### config.mk
export PLATFORM = sky130hd
export DESIGN_NAME = mux_rr_arbiter
export DESIGN_NICKNAME = d
export VERILOG_FILES = /design/src/rtl/mux_rr_arbiter_pkg.sv /design/src/rtl/mux_rr_arbiter_rr_pick4.sv /design/src/rtl/mux_rr_arbiter.sv
export SDC_FILE = /design/constraint.sdc
export NUM_CORES = 1
export LEC_CHECK = 0
export ABC_CLOCK_PERIOD_IN_PS = 5110
export CELL_PAD_IN_SITES_DETAIL_PLACEMENT = 1
export CELL_PAD_IN_SITES_GLOBAL_PLACEMENT = 1
export CORE_ASPECT_RATIO = 1.1
export CORE_UTILIZATION = 28
export DETAILED_ROUTE_END_ITERATION = 6
export GPL_TIMING_DRIVEN = 1
export PLACE_DENSITY = 0.9
export SYNTH_ARGS = -nofsm -noshare
export SYNTH_HDL_FRONTEND = slang
export SYNTH_SLANG_ARGS = --single-unit
### constraint.sdc
create_clock -name clk -period 5.11 [get_ports clk]
set_clock_uncertainty 0.15 [all_clocks]
set_input_delay 1.533 -clock clk [delete_from_list [all_inputs] [get_ports clk]]
set_output_delay 1.533 -clock clk [all_outputs]
set_load 0.01 [all_outputs]
### src/rtl/mux_rr_arbiter_pkg.sv
// rtl/mux_rr_arbiter_pkg.sv - shared types and constants for the round-robin mux arbiter
//
// Purpose: FSM state encoding, requester count / index width, and a one-hot helper
//          used by mux_rr_arbiter and rr_pick4.
// Ports:   none (package).
package mux_rr_arbiter_pkg;

  localparam int NUM_REQ = 4;
  localparam int IDX_W   = 2;

  typedef enum logic {
    ST_IDLE  = 1'b0,
    ST_GRANT = 1'b1
  } state_e;

  function automatic logic [NUM_REQ-1:0] idx_to_onehot(input logic [IDX_W-1:0] idx);
    return NUM_REQ'(1) << idx;
  endfunction

endpackage

### src/rtl/mux_rr_arbiter_rr_pick4.sv
// rtl/mux_rr_arbiter_rr_pick4.sv - combinational rotating-priority pick among four requests
//
// Purpose: finds the first set request scanning ptr, ptr+1, ... (mod 4), optionally
//          skipping the index given by mask.
// Ports:
//   req     in  [3:0]  request vector
//   ptr     in  [1:0]  highest-priority index for this scan
//   mask    in  [1:0]  index to exclude when mask_en=1 (current owner)
//   mask_en in  1      enable exclusion of mask
//   any     out 1      a candidate was found
//   idx     out [1:0]  winning index (0 when any=0)
module rr_pick4
  import mux_rr_arbiter_pkg::*;
(
  input  logic [NUM_REQ-1:0] req,
  input  logic [IDX_W-1:0]   ptr,
  input  logic [IDX_W-1:0]   mask,
  input  logic               mask_en,
  output logic               any,
  output logic [IDX_W-1:0]   idx
);

  logic [IDX_W-1:0] cand;

  always_comb begin
    any  = 1'b0;
    idx  = '0;
    cand = '0;
    for (int i = 0; i < NUM_REQ; i++) begin
      // Index arithmetic wraps naturally in IDX_W bits.
      cand = ptr + IDX_W'(i);
      if (!any && req[cand] && !(mask_en && (cand == mask))) begin
        any = 1'b1;
        idx = cand;
      end
    end
  end

endmodule

### src/rtl/mux_rr_arbiter.sv
// rtl/mux_rr_arbiter.sv - round-robin arbiter driving a shared 4:1 WIDTH-bit mux
//
// Purpose: registers a one-hot grant and the mux select {addr1,addr0}, and gates the
//          selected input onto out. Optional macro MUX_ARB_HOLD_LIMIT_EN limits each
//          owner to HOLD_MAX consecutive cycles when others are waiting.
// Ports:
//   clk        in   1      rising-edge clock
//   reset      in   1      asynchronous active-high reset
//   req        in   [3:0]  request vector
//   in0..in3   in   WIDTH  requester data
//   gnt        out  [3:0]  registered one-hot grant
//   addr0      out  1      registered select LSB
//   addr1      out  1      registered select MSB
//   valid      out  1      registered, grant held
//   out        out  WIDTH  selected data when valid, else 0
module mux_rr_arbiter
  import mux_rr_arbiter_pkg::*;
#(
  parameter int WIDTH    = 8,
  parameter int HOLD_MAX = 4
) (
  input  logic               clk,
  input  logic               reset,
  input  logic [NUM_REQ-1:0] req,
  input  logic [WIDTH-1:0]   in0,
  input  logic [WIDTH-1:0]   in1,
  input  logic [WIDTH-1:0]   in2,
  input  logic [WIDTH-1:0]   in3,
  output logic [NUM_REQ-1:0] gnt,
  output logic               addr0,
  output logic               addr1,
  output logic               valid,
  output logic [WIDTH-1:0]   out
);

  // HOLD_MAX must be at least 1; an empty block keeps the parameter referenced in
  // builds without the hold limit.
  if (HOLD_MAX < 1) begin : g_hold_max_invalid
  end

  state_e             state_q, state_d;
  logic [IDX_W-1:0]   ptr_q, ptr_d;
  logic [NUM_REQ-1:0] gnt_q, gnt_d;
  logic [IDX_W-1:0]   addr_q, addr_d;
  logic               valid_q, valid_d;

  logic               pick_any;
  logic [IDX_W-1:0]   pick_idx;
  logic               hold_expired;
  logic               take;

`ifdef MUX_ARB_HOLD_LIMIT_EN
  localparam int CNT_W = (HOLD_MAX > 1) ? $clog2(HOLD_MAX) : 1;
  localparam logic [CNT_W-1:0] HOLD_LAST = CNT_W'(HOLD_MAX - 1);

  logic [CNT_W-1:0] hold_cnt_q, hold_cnt_d;

  assign hold_expired = (hold_cnt_q == HOLD_LAST);
`else
  assign hold_expired = 1'b0;
`endif

  // ptr already equals owner+1, so the scan begins just after the owner; the mask
  // only matters when the owner still requests (forced hand-over on hold limit).
  rr_pick4 u_pick (
    .req     (req),
    .ptr     (ptr_q),
    .mask    (addr_q),
    .mask_en (state_q == ST_GRANT),
    .any     (pick_any),
    .idx     (pick_idx)
  );

  always_comb begin
    state_d = state_q;
    ptr_d   = ptr_q;
    gnt_d   = gnt_q;
    addr_d  = addr_q;
    valid_d = valid_q;
    take    = 1'b0;
`ifdef MUX_ARB_HOLD_LIMIT_EN
    hold_cnt_d = hold_cnt_q;
`endif

    case (state_q)
      ST_IDLE: begin
        take = pick_any;
      end
      ST_GRANT: begin
        if (!req[addr_q] || hold_expired) begin
          if (pick_any) begin
            take = 1'b1;
          end else if (!req[addr_q]) begin
            state_d = ST_IDLE;
            gnt_d   = '0;
            addr_d  = '0;
            valid_d = 1'b0;
`ifdef MUX_ARB_HOLD_LIMIT_EN
            hold_cnt_d = '0;
`endif
          end
        end
`ifdef MUX_ARB_HOLD_LIMIT_EN
        // Owner keeps the bus: count up, saturating at the limit.
        if (!take && state_d == ST_GRANT && !hold_expired) begin
          hold_cnt_d = hold_cnt_q + CNT_W'(1);
        end
`endif
      end
      default: begin
        state_d = ST_IDLE;
      end
    endcase

    if (take) begin
      state_d = ST_GRANT;
      gnt_d   = idx_to_onehot(pick_idx);
      addr_d  = pick_idx;
      valid_d = 1'b1;
      ptr_d   = pick_idx + IDX_W'(1);
`ifdef MUX_ARB_HOLD_LIMIT_EN
      hold_cnt_d = '0;
`endif
    end
  end

  always_ff @(posedge clk or posedge reset) begin
    if (reset) begin
      state_q <= ST_IDLE;
      ptr_q   <= '0;
      gnt_q   <= '0;
      addr_q  <= '0;
      valid_q <= 1'b0;
`ifdef MUX_ARB_HOLD_LIMIT_EN
      hold_cnt_q <= '0;
`endif
    end else begin
      state_q <= state_d;
      ptr_q   <= ptr_d;
      gnt_q   <= gnt_d;
      addr_q  <= addr_d;
      valid_q <= valid_d;
`ifdef MUX_ARB_HOLD_LIMIT_EN
      hold_cnt_q <= hold_cnt_d;
`endif
    end
  end

  assign gnt   = gnt_q;
  assign addr0 = addr_q[0];
  assign addr1 = addr_q[1];
  assign valid = valid_q;

  logic [WIDTH-1:0] mux_sel;

  always_comb begin
    mux_sel = '0;
    case (addr_q)
      2'd0:    mux_sel = in0;
      2'd1:    mux_sel = in1;
      2'd2:    mux_sel = in2;
      default: mux_sel = in3;
    endcase
  end

  assign out = mux_sel & {WIDTH{valid_q}};

endmodule

==> results by stage, run 1 <==
Status:
- The flow ran to the end, and the final reports show no timing, DRC or antenna violations.

Layout:
- The final layout contains 179 nets.
- The share of final-layout standard cells stronger than drive strength 1 is 10.1%.
- The synthesis-to-layout area growth is 61.9%.
- The repair_antennas step left the layout with diodes totalling 0.
- After routing the design area is 1440 um^2.

Floorplan:
- The core region is 3050 um^2.
- The die covers 3410 um^2.
- The starting utilization of the core area is 29.2%.
- For this design the top-level I/O count stands at 53.
- The floorplan step set the die height to 61.2 um.
- In this run the horizontal extent of the chip is 55.8 um.
- The number of core rows is 21.

Synth:
- The post-synthesis sequential element count is 10.
- After Yosys synthesis, XOR and XNOR cells account for 0% of the synthesized area.
- The share of the synthesized area in the top cell type is 28.1%.
- After synthesis, flip-flops and latches occupy 28.1% of the total area.
- For this run, the number of Yosys warnings is 0.
- The synthesized-area fraction occupied by adder cells is 0%.
- The multiplexer share of the synthesized area is 23.2%.
- Synthesis instantiated 32 different standard cells from the library.
- After synthesis, the largest family of logic cells by area is multiplexers.
- The area of the mapped netlist is 891 um^2.
- A synthesized cell averages 10.0 um^2.
- Synthesis produced 89 cells.
- By area the synthesized netlist is led by dfrtp_1 28%, mux4_2 20%, and2_1 5.6%, nand2_1 4.2%, o21ai_0 3.9%.
- Of the total synthesized cell area, the portion taken by AND, OR, NAND and NOR gates is 23.0%.
- Synthesis produced a netlist with a net count of 127.
- The complex-gate fraction of the synthesized area is 21.5%.
- The largest total area in the synthesized netlist belongs to dfrtp_1.

Setup path:
- In this run the worst setup path begins at in3[7].
- The arrival time reported for the critical path endpoint is 3.06 ns.
- The depth of the worst register-to-register path is 5.
- The peak fanout along the critical path is 1.
- The signal on the critical path passes through clkdlybuf4s50_1 -> mux4_2 -> and2_1 -> clkdlybuf4s50_1.
- The slowest cell on the critical path is mux4_2.
- STA classifies the critical path endpoint as a primary output.
- The worst setup path is launched from an input pin.
- By startpoint and endpoint, the worst setup path is classified as input pin to primary output.
- The cell repeated most along the worst path is clkdlybuf4s50_1.
- In this design, the stage delay of the slowest critical-path cell is 0.47 ns.
- The endpoint required time on the critical path is 3.43 ns.
- The worst register-to-register path begins at addr_q[0].

Placement:
- In this run the cell area measured after placement is 1420 um^2.
- Detailed placement finished with a half-perimeter wire length of 2.34 mm.
- Port buffering added 52 buffers.
- The weighted congestion at the end of routability-driven global placement is 0.831.

Timing:
- Setup repair after global routing left no endpoint under its margin.
- The final total negative setup slack is 0 ns.
- Subtracting the final worst setup slack from the clock period gives 4.74 ns.
- The top achievable clock speed is 211 MHz.
- The final critical path takes up 92.8% of the cycle.
- Setup violations remaining at the end of the flow were counted as 0.
- The final count of hold timing violations is 0.
- The max-slew violation total from the final report came to 0.
- At the pin with the least slew margin, the transition time is 0.770 ns.
- The worst slew slack as a fraction of its limit is 48.6%.

Clocking:
- For the worst-skew pair, the clock arrives at the later sink with an insertion delay of 0.26 ns.
- In this run the number of H-tree levels came out at 1.
- No sink is reached through more buffers than the 2 on the longest clock path.
- Post-CTS repair changed the size of 0 cells.
- The post-CTS clock slew at the launch and capture registers of the worst setup and hold paths is 0.06 ns.
- The CTS buffer count is 3.
- Once the clock tree was built, the setup fixing pass inserted 0 buffers.
- Clock tree synthesis selected as its root buffer the cell clkbuf_4.
- In this run, post-CTS hold repair placed 0 buffers.
- The clock tree from TritonCTS is done.
- The number of sinks on the clock net is 10.

Drt:
- The vias after detailed routing is 966.
- The detailed-route wire length per cell is 16.8 um.
- The remaining antenna violation count after routing is 0.
- The total wire length after detailed routing is 2.91 mm.
- The initial detailed-routing violation count is 10.
- The number of iterations in the first detailed-routing pass is 4.
- After detailed routing, the number of vias per cell comes to 5.58.
- In the routed design, unresolved DRC markers number 0.

Global routing:
- Across every metal layer, demand over resource in global routing totals 17.2%.
- The number of antenna violations at the first check in global routing is 0.
- The first global-routing pass estimated 4.64 mm of wire.
- The number of global-route vias before repair is 927.
- Entering global routing, the biggest net connects 20 pins.
- After global routing the overflow that remains totals 0.

Flow run:
- The tool flagged a number of max-cap violations equal to 0.

Hold path:
- The hold-critical path depth is 1.
- The source of the worst hold timing path is gnt[1].
- The min-delay analysis places its worst path in the category register to register.

Pwr:
- The power density relative to cell area is 502 nW/um^2.
- In this run the static leakage power is 0.000555 uW.
- The worst-case vdd ir drop is 0.227 mV.
[routing by layer]
metal	up-vias	wire length, um	GRT usage (%)
met4	0	0	2.14
met5	-	0	0
li1	445	-	-
met2	48	1430	33.2
met3	0	163	2.73
met1	473	1310	21.0
[registers in the layout, summed over array words and instances, names as in the netlist]
name / cells
gnt: 4
ptr_q: 2
valid: 1
addr_q: 2
state_q: 1
[logic make-up (layout without fill, tap and decap cells)]
kind of cell           after synthesis  count (layout)
buffers and inverters                6              56
AO/OA/AOI/OAI                       27              27
flip-flops                          10              10
multiplexers                         9               9
AND/OR/NAND/NOR                     37              37
[area by class of cell]
class,instances,area (um^2)
clock buffer,3,22.5
multi-input combinational,73,603
sequential,10,250
fill,347,1610
tap,34,42.5
timing repair buffer,52,520
inverter,1,3.75
[critical path: cells and delay by family]
| family | cells | cell delay, ns |
|---|---|---|
| mux | 1 | 0.47 |
| buf+inv | 2 | 0.89 |
| simple gates | 1 | 0.16 |
[where the power goes]
group | leakage (uW) | internal (uW) | switching, uW
Sequential | 0.000121 | 111 | 81.2
Clock | 0.0000138 | 27.1 | 24.5
Combinational | 0.000421 | 293 | 187
[path summary, 6_finish.rpt]
kind	end	slack (ns)
worst max-delay path	out[7]	0.37
worst min register to register	gnt[1]	0.34
min in group asynchronous	state_q	1.39
max in group asynchronous	gnt[2]	3.15
worst max register to register	ptr_q[1]	2.61
worst min-delay path	gnt[1]	0.34
[through the flow]
| stage | total power (uW) | setup WS (ns) | util [%] | cells | hold slack [ns] |
|---|---|---|---|---|---|
| finish | 724 | 0.370 | 47.3 | 173 | 0.344 |
| global route | 776 | 0.324 | 47.3 | 173 | 0.367 |
| global placement | 655 | 0.387 | 46.6 | 170 | 0.315 |
| CTS | 729 | 0.371 | 47.3 | 173 | 0.352 |
| floorplan | 472 | 1.27 | - | 89 | 0.363 |
| detailed placement | 674 | 0.370 | 46.6 | 170 | 0.338 |
[cell usage in the layout (no fill, tap or decap), drive strengths merged, types with 3 or more instances in the layout]
master,instances
nor2,5
dfrtp,10
clkdlybuf4s50,52
mux4,9
nor2b,3
and2,8
nand3b,3
a21oi,5
o21ai,8
nand2,10
clkbuf,3
[synth_stat cells]
cell type	n
buf_4	1
or3b_4	1
o21bai_1	1
o21ai_0	7
or2b_1	1
a21boi_0	2
a21oi_1	5
nand4_1	1
mux4_1	1
a311o_1	1
nor2_1	5
a21o_1	2
a32o_1	1
and2_1	8
buf_2	3
a22oi_1	1
dfrtp_1	10
nand2b_1	2
a22o_1	2
inv_1	1
nor3b_1	2
a311oi_2	1
a32oi_1	1
o21ai_2	1
nand3_1	1
mux4_2	8
nand3b_1	3
nand2_1	10
nor2b_1	3
a221o_1	1
o22ai_1	1
buf_6	1
(Power assumes the default switching activity.)
==> run 2: changes to the inputs <==
--- a/config.mk
+++ b/config.mk
@@ -12,6 +12,7 @@
 export CORE_UTILIZATION = 28
 export DETAILED_ROUTE_END_ITERATION = 6
 export GPL_TIMING_DRIVEN = 1
+export HOLD_SLACK_MARGIN = 0.08
 export PLACE_DENSITY = 0.9
 export SYNTH_ARGS = -nofsm -noshare
 export SYNTH_HDL_FRONTEND = slang
==> results of run 2 <==
Final layout, timing and power as in run 1 (identical DEF).
